File: src/rtl/hazard_ctrl_pkg.sv
// Shared opcode constants and decode helpers for the decode stage and hazard control.
package hazard_ctrl_pkg;

  localparam logic [5:0] OP_RTYPE = 6'h00;
  localparam logic [5:0] OP_BEQ   = 6'h04;
  localparam logic [5:0] OP_LW    = 6'h23;
  localparam logic [5:0] OP_SW    = 6'h2B;

  typedef enum logic {
    RUN      = 1'b0,
    MEM_WAIT = 1'b1
  } hz_state_t;

  typedef struct packed {
    logic [5:0]  opcode;
    logic [4:0]  rs;
    logic [4:0]  rt;
    logic [15:0] imm;
  } instr_t;

  // Instructions whose rt field is a source operand rather than a destination.
  function automatic logic reads_rt(input logic [5:0] op);
    return (op == OP_RTYPE) || (op == OP_BEQ) || (op == OP_SW);
  endfunction

  function automatic logic is_mem_op(input logic [5:0] op);
    return (op == OP_LW) || (op == OP_SW);
  endfunction

endpackage

File: src/rtl/hazard_ctrl_load_use.sv
// Load-use comparator: flags a decode instruction that reads the register an EX-stage load writes.
// Purely combinational, zero latency, no flow control.
module load_use_detect
  import hazard_ctrl_pkg::*;
(
  input  logic [5:0] opcode,
  input  logic [4:0] rs,
  input  logic [4:0] rt,
  input  logic       id_ex_memread,
  input  logic [4:0] id_ex_rt,
  output logic       hazard
);

  logic rs_hit;
  logic rt_hit;

  assign rs_hit = (id_ex_rt == rs);
  assign rt_hit = reads_rt(opcode) && (id_ex_rt == rt);

  // r0 is hardwired zero, so a load targeting it never creates a dependency.
  assign hazard = id_ex_memread && (id_ex_rt != 5'd0) && (rs_hit || rt_hit);

endmodule

File: src/rtl/hazard_ctrl.sv
// Pipeline hazard control: memory-wait freeze > taken-branch flush > load-use stall.
// Controls are combinational from state and inputs; counters, wait timer and mem_err are registered.
module hazard_ctrl
  import hazard_ctrl_pkg::*;
#(
  parameter int CNT_W    = 16,
  parameter int WAIT_MAX = 255
) (
  input  logic             clk,
  input  logic             rst_n,
  input  logic [31:0]      if_id_instr,
  input  logic             id_ex_memread,
  input  logic [4:0]       id_ex_rt,
  input  logic             ex_mem_branch,
  input  logic             ex_mem_zero,
  input  logic             ex_mem_memaccess,
  input  logic             dmem_ready,
  output logic             pc_write,
  output logic             if_id_write,
  output logic             id_ex_bubble,
  output logic             if_id_flush,
  output logic             id_ex_flush,
  output logic             ex_mem_flush,
  output logic             pipe_freeze,
  output logic             mem_err,
  output logic [CNT_W-1:0] stall_cnt,
  output logic [CNT_W-1:0] flush_cnt
);

  localparam int                WAIT_W    = $clog2(WAIT_MAX + 1);
  localparam logic [WAIT_W-1:0] WAIT_LAST = WAIT_W'(WAIT_MAX - 1);

  hz_state_t         state;
  logic [WAIT_W-1:0] wait_cnt;
  instr_t            instr;
  logic              lu_hazard;
  logic              last_stall;
  logic              freeze;
  logic              branch_taken;
  logic              lu_stall;
  logic              flush_evt;
  logic              unused_imm;

  assign instr      = if_id_instr;
  assign unused_imm = ^instr.imm;

  load_use_detect u_load_use (
    .opcode        (instr.opcode),
    .rs            (instr.rs),
    .rt            (instr.rt),
    .id_ex_memread (id_ex_memread),
    .id_ex_rt      (id_ex_rt),
    .hazard        (lu_hazard)
  );

  assign freeze       = (state == RUN) ? (ex_mem_memaccess & ~dmem_ready) : ~dmem_ready;
  assign branch_taken = ex_mem_branch & ex_mem_zero;
  assign flush_evt    = branch_taken & ~freeze;
  // The bubble clears the load out of the hazard window, so a repeat the next cycle is the same hazard.
  assign lu_stall     = lu_hazard & ~last_stall & ~freeze & ~branch_taken;

  always_comb begin
    pc_write     = 1'b1;
    if_id_write  = 1'b1;
    id_ex_bubble = 1'b0;
    if_id_flush  = 1'b0;
    id_ex_flush  = 1'b0;
    ex_mem_flush = 1'b0;
    pipe_freeze  = 1'b0;
    if (!rst_n) begin
      pc_write     = 1'b0;
      if_id_write  = 1'b0;
      id_ex_bubble = 1'b1;
    end else if (freeze) begin
      pipe_freeze = 1'b1;
      pc_write    = 1'b0;
      if_id_write = 1'b0;
    end else if (branch_taken) begin
      if_id_flush  = 1'b1;
      id_ex_flush  = 1'b1;
      ex_mem_flush = 1'b1;
    end else if (lu_stall) begin
      pc_write     = 1'b0;
      if_id_write  = 1'b0;
      id_ex_bubble = 1'b1;
    end
  end

  always_ff @(posedge clk or negedge rst_n) begin
    if (!rst_n) begin
      state    <= RUN;
      wait_cnt <= '0;
      mem_err  <= 1'b0;
    end else begin
      case (state)
        RUN: begin
          if (ex_mem_memaccess && !dmem_ready) begin
            state    <= MEM_WAIT;
            wait_cnt <= '0;
          end
        end
        MEM_WAIT: begin
          if (dmem_ready) begin
            state <= RUN;
          end else if (wait_cnt == WAIT_LAST) begin
            // Give up on the access: release the pipe and leave a sticky error.
            state   <= RUN;
            mem_err <= 1'b1;
          end else begin
            wait_cnt <= wait_cnt + WAIT_W'(1);
          end
        end
        default: state <= RUN;
      endcase
    end
  end

  always_ff @(posedge clk or negedge rst_n) begin
    if (!rst_n) begin
      stall_cnt  <= '0;
      flush_cnt  <= '0;
      last_stall <= 1'b0;
    end else begin
      last_stall <= lu_stall;
      if (lu_stall && (stall_cnt != '1)) begin
        stall_cnt <= stall_cnt + CNT_W'(1);
      end
      if (flush_evt && (flush_cnt != '1)) begin
        flush_cnt <= flush_cnt + CNT_W'(1);
      end
    end
  end

endmodule

File: config.mk
export PLATFORM = sky130hd
export DESIGN_NAME = hazard_ctrl
export DESIGN_NICKNAME = d
export VERILOG_FILES = /design/src/rtl/hazard_ctrl_pkg.sv /design/src/rtl/hazard_ctrl_load_use.sv /design/src/rtl/hazard_ctrl.sv
export SDC_FILE = /design/constraint.sdc
export NUM_CORES = 1
export LEC_CHECK = 0
export BUFFER_PORTS_ARGS = -buffer_cell sky130_fd_sc_hd__buf_2
export CAP_MARGIN = 20
export CORE_AREA = 2 2 68 70
export DETAILED_ROUTE_END_ITERATION = 8
export DIE_AREA = 0 0 70 72
export GPL_TIMING_DRIVEN = 0
export PLACE_DENSITY = 0.91
export SYNTH_ARGS = -nofsm -noshare
export SYNTH_HDL_FRONTEND = slang
export SYNTH_SLANG_ARGS = --single-unit
File: constraint.sdc
create_clock -name clk -period 3.6 [get_ports clk]
set_clock_uncertainty 0.05 [all_clocks]
set_input_delay 0.72 -clock clk [delete_from_list [all_inputs] [get_ports clk]]
set_output_delay 0.72 -clock clk [all_outputs]
set_load 0.1 [all_outputs]
==> metrics.md <==
| Metric | Value |
|---|---|
| Clk buf depth | 2 |
| Post-route ant nets | 0 |
| Area Overhead vs Synth | 23.5% |
| CP delay by family, top | simple AND/OR/NAND/NOR gates |
| Crit path launch type | input port |
| Largest net degree at the start of global routing | 46 |
| Post-route setup TNS | 0 ns |
| Syn Inst Count | 214 |
| Ys async rst share | 100% |
| Synth Cell Area | 0.00223 sq mm |
| FF-to-FF Start | wait_cnt[0] |
| Count leader, synth | dfrtp_1 |
| Leak | 1.38 nW |
| CP bufs+invs | 3 |
| DR DRC count | 0 |
| Cts bufs inserted | 5 |
| Via count | 1832 |
| # nets final | 337 |
| CTS tree | built |
| Post-DP Area | 0.00265 sq mm |
| Htree depth | 2 |
| Ys flop type | dfrtp_1 |
| Minimum hold slack | 0.258 ns |
| Postcts setup bufs | 0 |
| Period minus WS final | 3.28 ns |
| ANT cells | 0 |
| Cell repeated most along the worst path | buf_2 |
| Worst-skew pair later-pin latency | 0.30 ns |
| Reg2reg end | wait_cnt[7] |
| Fin area | 0.00275 sq mm |
| DR WL/cell | 13.5 microns |
| Reg2reg setup slack | 1.52 ns |
| Total clock sinks | 43 |
| Syn Nets | 262 |
| Number of global-route vias before repair | 1868 |
| DRT Pass-1 Iters | 4 |
| YS warnings | 0 |
| Max_slew headroom | 39.6% |
| Root Buffer | clkbuf_8 |
| Height of the die | 72 microns |
| Share of cells above drive strength 1 | 30.7% |
| Crit path max-delay cell type | or4_1 |
| Placer Congestion | 0.809 |
| Tcrit/Tclk final | 91.0% |
| Critical path capture point type | output pin |
| CTS Hold Bufs | 0 |
| FP Rows | 24 |
| I/O pins | 84 |
| Required @ worst endpoint | 2.83 ns |
| Worst reg2reg path depth | 8 |
| Initial Util | 52.3% |
| GR Overflow Total | 0 |
| CTS clk-pin slew, worst paths | 0.08 ns |
| Initial antenna violation count | 0 |
| Resize count post-CTS | 0 |
| Final Routed Wirelength | 4.62 mm |
| Total power draw | 1.37 mW |
| #FFs+latches synth | 43 |
| Worst-path maximum fanout | 8 |
| Synth top area cells | dfrtp_1, xnor2_1, xor2_1 |
| Hold Crit Class | in -> async |
| Commonest cells in the netlist | dfrtp_1, xnor2_1, nand3_1 |
| Cell Chain, Critical Path | buf_2, or4_1, o21ai_1, nand3_1, a21oi_4, nand2b_4, nor2b_4, buf_4, buf_2 |
| VDD IR-drop max | 0.297 mV |
| CP max stage delay | 0.51 ns |
| Crit Path Class | in -> out |
| Distinct cells, synth | 39 |
| Status | finished clean |
| Die area | 0.00504 sq mm |
| Max Cap Violations | 0 |
| I/O Buffers | 67 |
| Power per cell area | 496 mW/mm^2 |
| Fmax | 305 MHz |
| Top-area cell type share of the netlist area | 48.3% |
| Initial DRC count | 81 |
| Syn Area/Cell | 10.4 sq um |
| Final setup fails | 0 |
| Final hold vios | 0 |
| Crit path DAT | 2.51 ns |
| Width of the die | 70 microns |
| Core footprint | 0.00426 sq mm |
| DP Wirelength | 3.58 mm |
| RSZ-0062 raised after global routing | no |
| Gr usage total | 20.4% |
| Fin. max-slew vios | 0 |
| First-pass GRT wire length | 8.15 mm |
| Worst Tran Pin Value | 0.904 ns |
| Seq/Total Area, Yosys | 48.3% |
| Via-per-instance ratio | 5.36 |
| Synth area leader | dfrtp_1 |
| Post-synth EDFFs | 0 |
[registers in the layout, summed over array words and instances (netlist names)]
name,cells
mem_err,1
wait_cnt,8
flush_cnt,16
stall_cnt,16
last_stall,1
state,1
[how the worst max path moves through the flow]
| stage | from | to | slack, ns | cells past startpoint |
|---|---|---|---|---|
| after floorplan | id_ex_rt[1] | pc_write | 0.03 | 6 |
| after global placement | if_id_instr[27] | id_ex_bubble | 0.32 | 7 |
| after detailed placement | id_ex_rt[1] | pc_write | 0.31 | 8 |
| after CTS | id_ex_rt[1] | pc_write | 0.31 | 8 |
| after global routing | if_id_instr[27] | pc_write | 0.23 | 9 |
| final | if_id_instr[27] | pc_write | 0.32 | 9 |
[where the power goes]
group | internal (mW) | switching (mW)
logic | 0.0994 | 0.381
registers | 0.530 | 0.0592
clock network | 0.136 | 0.160
total | 0.765 | 0.600
[area by class of cell]
cell class                 instances  area, sq um
clock inverter                     2         12.5
sequential                        43         1080
inverter                           6         22.5
tap                               52         65.1
timing repair buffer              68          355
buffer                             5         37.5
fill                             351         1510
multi-input combinational        160         1110
clock buffer                       6         72.6
[cell usage in the layout, fill, tap and decap left out, drive strengths merged, types with 2 or more instances in the layout]
cell | synthesis | final
buf | 4 | 72
dfrtp | 43 | 43
xnor2 | 26 | 26
nand3 | 22 | 22
xor2 | 16 | 16
nor2 | 15 | 15
nand4 | 14 | 14
nand2 | 14 | 14
and3 | 11 | 11
clkbuf | 1 | 7
inv | 6 | 6
o21ai | 6 | 6
ha | 4 | 4
nand2b | 4 | 4
or4 | 3 | 3
mux2 | 3 | 3
nor3 | 2 | 2
or3 | 2 | 2
a21oi | 2 | 2
nor3b | 2 | 2
and4 | 2 | 2
[through the flow]
stage / worst slack, ns / cells / utilization [%]
after global placement: 0.322 / 333 / 62.1
after detailed placement: 0.308 / 333 / 62.1
after floorplan: 0.0325 / 214 / -
after CTS: 0.308 / 341 / 64.1
final: 0.324 / 342 / 64.6
after global routing: 0.234 / 342 / 64.6
[kinds of logic after synthesis]
kind of cell               after synthesis  synth area share [%]
AOI/OAI and AO/OA                       12                  3.93
xor gates and xnor gates                42                  16.5
adders and majority gates                4                  2.24
buffers and inverters                   11                  2.69
DFF                                     43                  48.3
muxes                                    4                  1.96
and+or+nand+nor                         98                  24.4
[layer usage]
| metal | track usage (%) | wire, microns | vias to the layer above |
|---|---|---|---|
| li1 | - | - | 894 |
| met1 | 23.2 | 1920 | 885 |
| met3 | 5.69 | 228 | 9 |
| met5 | 0 | 0 | - |
| met2 | 37.2 | 2390 | 44 |
| met4 | 6.62 | 73 | 0 |
No activity file was read; power rests on OpenSTA's default activity.
